## config.mk

```make
export PLATFORM = sky130hd
export DESIGN_NAME = switch_input_port
export DESIGN_NICKNAME = d
export VERILOG_FILES = /design/src/rtl/switch_input_port.sv
export SDC_FILE = /design/constraint.sdc
export NUM_CORES = 1
export LEC_CHECK = 0
export ABC_CLOCK_PERIOD_IN_PS = 2250
export BUFFER_PORTS_ARGS = -buffer_cell sky130_fd_sc_hd__buf_2
export CAP_MARGIN = 20
export CORE_MARGIN = 4
export CORE_UTILIZATION = 30
export CTS_BUF_LIST = sky130_fd_sc_hd__clkbuf_2 sky130_fd_sc_hd__clkbuf_4 sky130_fd_sc_hd__clkbuf_8
export CTS_CLUSTER_DIAMETER = 60
export DETAILED_ROUTE_END_ITERATION = 6
export SLEW_MARGIN = 20
export SYNTH_ARGS = -nofsm -noshare
export SYNTH_HDL_FRONTEND = slang
export SYNTH_SLANG_ARGS = --single-unit
```

## constraint.sdc

```tcl
create_clock -name clock -period 2.25 [get_ports clock]
set_input_delay 0.675 -clock clock [delete_from_list [all_inputs] [get_ports clock]]
set_output_delay 0.675 -clock clock [all_outputs]
set_load 0.01 [all_outputs]
```

## src/rtl/switch_input_port.sv

```systemverilog
// switch_input_port: requester-side input port of a 4x4 switch.
//
// Buffers upstream words in a small FIFO and requests the arbiter while it
// holds at least one word and at least one downstream credit. Each accepted
// grant (grant && request) pops one word, which appears on out_data with a
// one-cycle out_valid strobe in the following cycle, and consumes one credit.
// credit_return pulses give credits back, saturating at CREDITS.
//
// Optional feature macro: SWITCH_PORT_ERR_EN
//   defined   -> protocol_error is a sticky flag that sets on a grant seen while
//                request is low, or on a credit_return while credits are full.
//   undefined -> protocol_error is tied to 0 and no detection logic is built.
//
// Parameters:
//   DATA_WIDTH  word width
//   DEPTH       FIFO entries (power of two, >= 2)
//   CREDITS     initial and maximum downstream credits (>= 1)
//
// Ports:
//   clock, reset_n          rising-edge clock, asynchronous active-low reset
//   in_valid/in_ready/in_data  upstream push interface
//   request/grant           arbiter handshake for this input index
//   out_valid/out_data      registered transfer toward the crossbar
//   credit_return           downstream freed one slot (single-cycle pulse)
//   credit_count            current credits
//   occupancy               FIFO fill level
//   protocol_error          sticky error flag (see macro above)

module switch_input_port #(
  parameter int unsigned DATA_WIDTH = 32,
  parameter int unsigned DEPTH      = 4,
  parameter int unsigned CREDITS    = 4
) (
  input  logic                         clock,
  input  logic                         reset_n,
  input  logic                         in_valid,
  output logic                         in_ready,
  input  logic [DATA_WIDTH-1:0]        in_data,
  output logic                         request,
  input  logic                         grant,
  output logic                         out_valid,
  output logic [DATA_WIDTH-1:0]        out_data,
  input  logic                         credit_return,
  output logic [$clog2(CREDITS+1)-1:0] credit_count,
  output logic [$clog2(DEPTH+1)-1:0]   occupancy,
  output logic                         protocol_error
);

  localparam int unsigned CW = $clog2(CREDITS + 1);
  localparam int unsigned OW = $clog2(DEPTH + 1);
  localparam int unsigned PW = $clog2(DEPTH);

  localparam logic [CW-1:0] CredMax = CW'(CREDITS);
  localparam logic [OW-1:0] OccMax  = OW'(DEPTH);

  logic [DATA_WIDTH-1:0] mem_q [DEPTH];
  logic [PW-1:0]         head_q, head_d;
  logic [PW-1:0]         tail_q, tail_d;
  logic [OW-1:0]         occ_q, occ_d;
  logic [CW-1:0]         cred_q, cred_d;
  logic                  out_valid_q;
  logic [DATA_WIDTH-1:0] out_data_q, out_data_d;

  logic push;
  logic pop;

  // Handshake outputs depend on registered state only.
  assign in_ready = (occ_q != OccMax);
  assign request  = (occ_q != '0) && (cred_q != '0);

  assign push = in_valid && in_ready;
  assign pop  = grant && request;

  always_comb begin
    head_d = head_q;
    tail_d = tail_q;
    occ_d  = occ_q;
    if (pop) begin
      head_d = head_q + PW'(1);
    end
    if (push) begin
      tail_d = tail_q + PW'(1);
    end
    if (push && !pop) begin
      occ_d = occ_q + OW'(1);
    end else if (pop && !push) begin
      occ_d = occ_q - OW'(1);
    end
  end

  // A pop and a return in the same cycle cancel; a lone return saturates.
  always_comb begin
    cred_d = cred_q;
    if (pop && !credit_return) begin
      cred_d = cred_q - CW'(1);
    end else if (credit_return && !pop && (cred_q != CredMax)) begin
      cred_d = cred_q + CW'(1);
    end
  end

  always_comb begin
    out_data_d = out_data_q;
    if (pop) begin
      out_data_d = mem_q[head_q];
    end
  end

  always_ff @(posedge clock or negedge reset_n) begin
    if (!reset_n) begin
      head_q      <= '0;
      tail_q      <= '0;
      occ_q       <= '0;
      cred_q      <= CredMax;
      out_valid_q <= 1'b0;
      out_data_q  <= '0;
    end else begin
      head_q      <= head_d;
      tail_q      <= tail_d;
      occ_q       <= occ_d;
      cred_q      <= cred_d;
      out_valid_q <= pop;
      out_data_q  <= out_data_d;
    end
  end

  // Storage needs no reset: entries are only read after being written.
  always_ff @(posedge clock) begin
    if (push) begin
      mem_q[tail_q] <= in_data;
    end
  end

  assign out_valid    = out_valid_q;
  assign out_data     = out_data_q;
  assign credit_count = cred_q;
  assign occupancy    = occ_q;

`ifdef SWITCH_PORT_ERR_EN
  logic err_q;
  logic err_set;

  assign err_set = (grant && !request) || (credit_return && (cred_q == CredMax));

  always_ff @(posedge clock or negedge reset_n) begin
    if (!reset_n) begin
      err_q <= 1'b0;
    end else if (err_set) begin
      err_q <= 1'b1;
    end
  end

  assign protocol_error = err_q;
`else
  assign protocol_error = 1'b0;
`endif

endmodule

```

# --- Word-level counts from Yosys, hierarchy flattened ---
# Memory sizes are Yosys's and may differ from the RTL's. A register that Yosys moved wholly into a read port is not among the register bits.
# Cells that the tools add are included.
word_totals:
  register_bits: 11
  mem_bits_rw: 128
  output_inout_bits: 42
  word_cells: 36
  memories: 1
mem_list:
  columns: ["name", "depth", "width", "read_ports", "rd_ports_with_merged_regs", "write_ports", "line_no", "source"]
  rows:
  - ["mem_q", 4, 32, 1, 1, 1, "56", "logic [DATA_WIDTH-1:0] mem_q [DEPTH];"]
op_classes:
  addsub: 6
  eq_ne: 2
  mux: 6
  n_reduce_logical: 16
op_table:
  columns: ["operator", "count"]
  rows:
  - ["two-way mux 3 bit", 4]
  - ["logical AND 1 bit", 8]
  - ["adder 3 x 1 -> 3 bit, second input constant", 2]
  - ["inequality test 3 bit, second input constant", 2]
  - ["nonzero test 3 bit", 2]
  - ["subtractor 3 x 1 -> 3 bit, second input constant", 2]
  - ["adder 2 x 1 -> 2 bit, second input constant", 2]
  - ["zero test 1 bit", 4]
  - ["nonzero test 2 bit", 2]
  - ["two-way mux 1 bit", 2]

# --- Depth between registers and ports, before layout ---
logic_depth:
  word_depth: 8
  depth_mapped: 11
  depth_no_buf: 10

# --- Worst setup path before layout ---
# Ideal clock, no wire load.
synth_path:
  kind: "register to register"
  startpoint: "register cred_q[2], in the netlist credit_count[2]"
  endpoint: "register cred_q[2], in the netlist credit_count[2]"
  setup_ns: 0.084
  arrival_time_ns: 2.295
  required_ns: 2.166
  path_slack_ns: -0.129
  path_stages_with_launch: 10
  synth_period_minus_slack_ns: 2.379
  path_cell_list: "dfstp_2 > or3_1 > and2_4 > nand2_4 > inv_6 > buf_8 > nand2b_1 > fa_1 > or3b_1 > a311o_1"
synth_via:
  elab_chain_cells: 7
synth_lines:
  columns: ["element", "line_no", "source"]
  rows:
  - ["from (decl)", "60", "logic [CW-1:0] cred_q, cred_d;"]
  - ["from (signal assigned)", "113", "cred_q <= CredMax;"]
  - ["from (signal assigned)", "120", "cred_q <= cred_d;"]
  - ["nonzero test 3 bit *", "69", "assign request = (occ_q != '0) && (cred_q != '0);"]
  - ["logical AND 1 bit *", "69", null]
  - ["named net request", "39", "output logic request,"]
  - ["logical AND 1 bit *", "72", "assign pop = grant && request;"]
  - ["named net pop", "65", "logic pop;"]
  - ["zero test 1 bit", "96", "end else if (credit_return && !pop && (cred_q != CredMax)) begin"]
  - ["logical AND 1 bit (2 in series)", "96", null]
  - ["nonzero test 2 bit (no source line)", null, null]
# Mark *: on every way through the listed nets, which the timed path passes. The rest lies on a longest branch. The select of a mux whose other input is x is not followed.
# A chain may end at the register's enable or synchronous reset.

# --- Worst setup path after layout ---
layout_path:
  startpoint: "register occ_q[1], in the netlist occupancy[1]"
  endpoint: "register cred_q[1], in the netlist credit_count[1]"
layout_via:
  elab_chain_cells: 7
layout_lines:
  columns: ["element", "line_no", "source"]
  rows:
  - ["from (decl)", "59", "logic [OW-1:0] occ_q, occ_d;"]
  - ["from (signal assigned)", "112", "occ_q <= '0;"]
  - ["from (signal assigned)", "119", "occ_q <= occ_d;"]
  - ["nonzero test 3 bit *", "69", null]
  - ["logical AND 1 bit *", "69", null]
  - ["logical AND 1 bit *", "72", null]
  - ["zero test 1 bit", "96", null]
  - ["logical AND 1 bit (2 in series)", "96", null]
  - ["nonzero test 2 bit (no source line)", null, null]
# Mark *: on every way between the ends. The rest lies on a longest branch, timed or not.

==> results by group <==
Run status
  • Outcome: complete, no violations

Global route
  • Global Route Usage Sum: 10.95%
  • Vias in the first global route: 3,550
  • First-pass GRT wire length: 20.03 mm
  • Largest net degree at the start of global routing: 36
  • Antenna violations before repair: 2
  • Global route overflow: 0

STA
  • Rel. slew slack: 54.77%
  • Max Fclk: 450.5 MHz
  • Fin crit period: 2.220 ns
  • Final setup fails: 0
  • Fin. Hold Viols: 0
  • RSZ-0062 raised after global routing: true
  • Final clock skew: 0.01196 ns
  • Setup TNS: 0 ns
  • Least-Margin Pin Slew: 0.6784 ns
  • Final period util: 98.66%
  • Final Max Slew Viols: 0

Critical path
  • Largest stage delay on the critical path: 0.45 ns
  • CP endpoint: credit_count[1]$_DFFE_PN0P_
  • Crit. Startpoint: occupancy[1]$_DFFE_PN0P_
  • CP max-delay cell: fa_2
  • Flop-to-flop setup slack: 0.03 ns
  • CP endpoint kind: flip-flop
  • CP Launch Type: flip-flop
  • Register-to-Register Path Depth: 10
  • Crit-path max FO: 2
  • Crit path DAT: 2.58 ns
  • Reg-to-Reg Start: occupancy[1]$_DFFE_PN0P_
  • Crit-path cells: or3_1, and2_4, nand2_4, inv_8, nand2b_4, fa_2, inv_2, o221ai_2, a31oi_1, a2bb2oi_1
  • Crit path kind: reg2reg
  • Required time of the critical path: 2.61 ns
  • Reg-to-Reg End: credit_count[1]$_DFFE_PN0P_

Synth
  • Net Count, Synth: 346
  • Prevailing post-synth register cell: edfxtp_1
  • Syn. warnings: 0
  • Cell count after synthesis: 302
  • Ys async rst share: 25.15%
  • Mapped Avg Cell Area: 21.94 µm²
  • Yosys reg bits: 171
  • Sequential share of the synthesized area: 74.28%
  • Post-synth cell types: 38
  • Mapped Area: 6625 µm²
  • Post-synth EDFFs: 128

Power
  • Pwr/cell area: 1359 nW/µm²
  • VDD IR max: 0.3752 mV
  • Leakage power: 2.936 nW

Layout
  • Layout Cells excl Fill: 696
  • Multi-input gate area: 1603 µm²
  • Diode count: 0
  • Layout cells sized above 1: 50.72%
  • Fin area: 7930 µm²
  • Sequential Area: 4927 µm²
  • Filler cells: 2,041
  • Final Util: 36.45%
  • Nets@finish: 447
  • P&R area growth vs syn: 19.70%
  • Most frequent cells in the layout: 128 x edfxtp_1, 77 x buf_2, 37 x dfrtp_1
  • Commonest non-fill, non-tap cell in the layout: edfxtp_1

Route
  • DR vias: 3,125
  • Wire length per cell: 18.26 µm
  • Drc violations: 0
  • Met3 WL: 678 µm
  • Metal-1 WL: 5.226 mm
  • Uppermost routed layer: met5
  • TritonRoute pass-1 iters: 4
  • Post-route ant nets: 0
  • Wire length on met2: 6.630 mm
  • DRT Wirelength: 12.71 mm
  • Vias per cell: 4.490
  • Starting DRC count in detailed routing: 149

Clocking
  • H-tree depth: 4
  • Deepest clock path buffer count: 2
  • CTS tree: yes
  • Clock sink count: 171
  • Clk_lat worst skew: 0.44 ns
  • Total CTS buffers: 17
  • Clock root buffer: clkbuf_8
  • # hold bufs at CTS: 0
  • Clock-pin slew on the worst setup and hold paths: 0.08 ns

Floorplan
  • DIE WIDTH: 156.6 µm
  • Core area: 21,760 µm²
  • Core Rows: 54
  • Top Ports: 79
  • Die height: 156.6 µm
  • Initial Util: 30.45%
  • Full die area: 24,530 µm²

Hold path
  • Hold Crit Class: in2async

Place
  • HPWL Detailed: 7.858 mm
  • Number of port buffers: 77
  • Final GP Congestion: 0.7099
  • Dpl cells: 663
  • Post-place instance area: 7476 µm²

Job
  • Max Cap Violations: 0
[worst max-delay path, delay by kind of cell, from the launching register on]
family          cells  cell delay [ns]
buf+inv             2             0.11
flops               1             0.40
compound gates      3             0.47
fa+ha+maj           1             0.45
simple gates        4             0.71
[synth_stat cells (2+ instances only)]
library cell | count | area, µm²
clkbuf_1 | 5 | 18.77
a311o_1 | 2 | 20.02
edfxtp_1 | 128 | 3844
nand2_1 | 3 | 11.26
xor2_1 | 5 | 43.79
fa_1 | 2 | 40.04
inv_1 | 6 | 22.52
or3_1 | 2 | 12.51
ha_1 | 5 | 62.56
mux4_2 | 32 | 720.7
dfrtp_1 | 42 | 1051
buf_12 | 2 | 40.04
mux2_2 | 8 | 90.09
mux2_4 | 26 | 390.4
xnor2_1 | 3 | 26.28
buf_2 | 5 | 25.02
nor2_1 | 2 | 7.510
and3_1 | 4 | 25.02
[cell families after synthesis]
| group | share of synthesized area (%) |
|---|---|
| flops | 74.28 |
| mux | 18.13 |
| buf+inv | 2.077 |
| simple gates | 1.700 |
| compound gates | 1.152 |
| xor+xnor | 1.058 |
| fa+ha+maj | 1.549 |
| other cells | 0.05660 |
[layout make-up]
| cell class | instances | area share (%) |
|---|---|---|
| Sequential cell | 171 | 62.13 |
| Multi-Input combinational cell | 110 | 20.21 |
| Timing Repair Buffer | 96 | 7.447 |
| Tap cell | 280 | 4.418 |
| Clock buffer | 23 | 3.518 |
| Clock inverter | 9 | 1.846 |
| Inverter | 7 | 0.4260 |
[metal layers]
| layer | vias to the layer above | track usage [%] |
|---|---|---|
| met5 | - | 0 |
| met4 | 4 | 3.347 |
| met3 | 19 | 4.148 |
| met2 | 72 | 18.95 |
| met1 | 1627 | 12.63 |
| li1 | 1403 | - |
[flip-flops by register name, indices dropped and copies added (netlist names)]
register and count:
credit_count 3, head_q 2, mem_q 128, occupancy 3, out_data 32, out_valid 1, tail_q 2
[worst min path at each step]
stage                                         from                          end  slack [ns]  cells after the start
after floorplan                            reset_n  credit_count[0]$_DFFE_PN0P_        0.38                      0
final                                      reset_n     out_data[15]$_DFFE_PN0P_        0.19                      1
after global routing                       reset_n     out_data[15]$_DFFE_PN0P_        0.17                      1
after global placement     out_data[7]$_DFFE_PN0P_      out_data[7]$_DFFE_PN0P_        0.49                      1
after detailed placement  out_data[28]$_DFFE_PN0P_     out_data[28]$_DFFE_PN0P_        0.49                      1
after CTS                                  reset_n     out_data[15]$_DFFE_PN0P_        0.16                      1
[repair_timing]
item / 4_1_cts / 5_1_grt
resized for setup: 0 / 5
endpoints found under the setup margin: 1 / 3
pin swaps: 2 / 7
setup buffers: 0 / 1
[through the flow]
step	total power, W	hold slack, ns	setup WS [ns]
after floorplan	0.007311	0.3794	-0.03232
after global placement	0.008468	0.4929	0.1157
after CTS	0.01095	0.1589	0.004463
final	0.01078	0.1851	0.03018
after global routing	0.01145	0.1727	-0.05876
after detailed placement	0.008631	0.4906	0.03496
[report_power, final]
part | internal (W) | switching [W] | leakage, nW
clock network | 0.00127 | 0.00101 | 0.221
logic | 0.00203 | 0.00180 | 1.04
registers | 0.00434 | 0.000321 | 1.67
No activity file was read; power rests on OpenSTA's default activity.
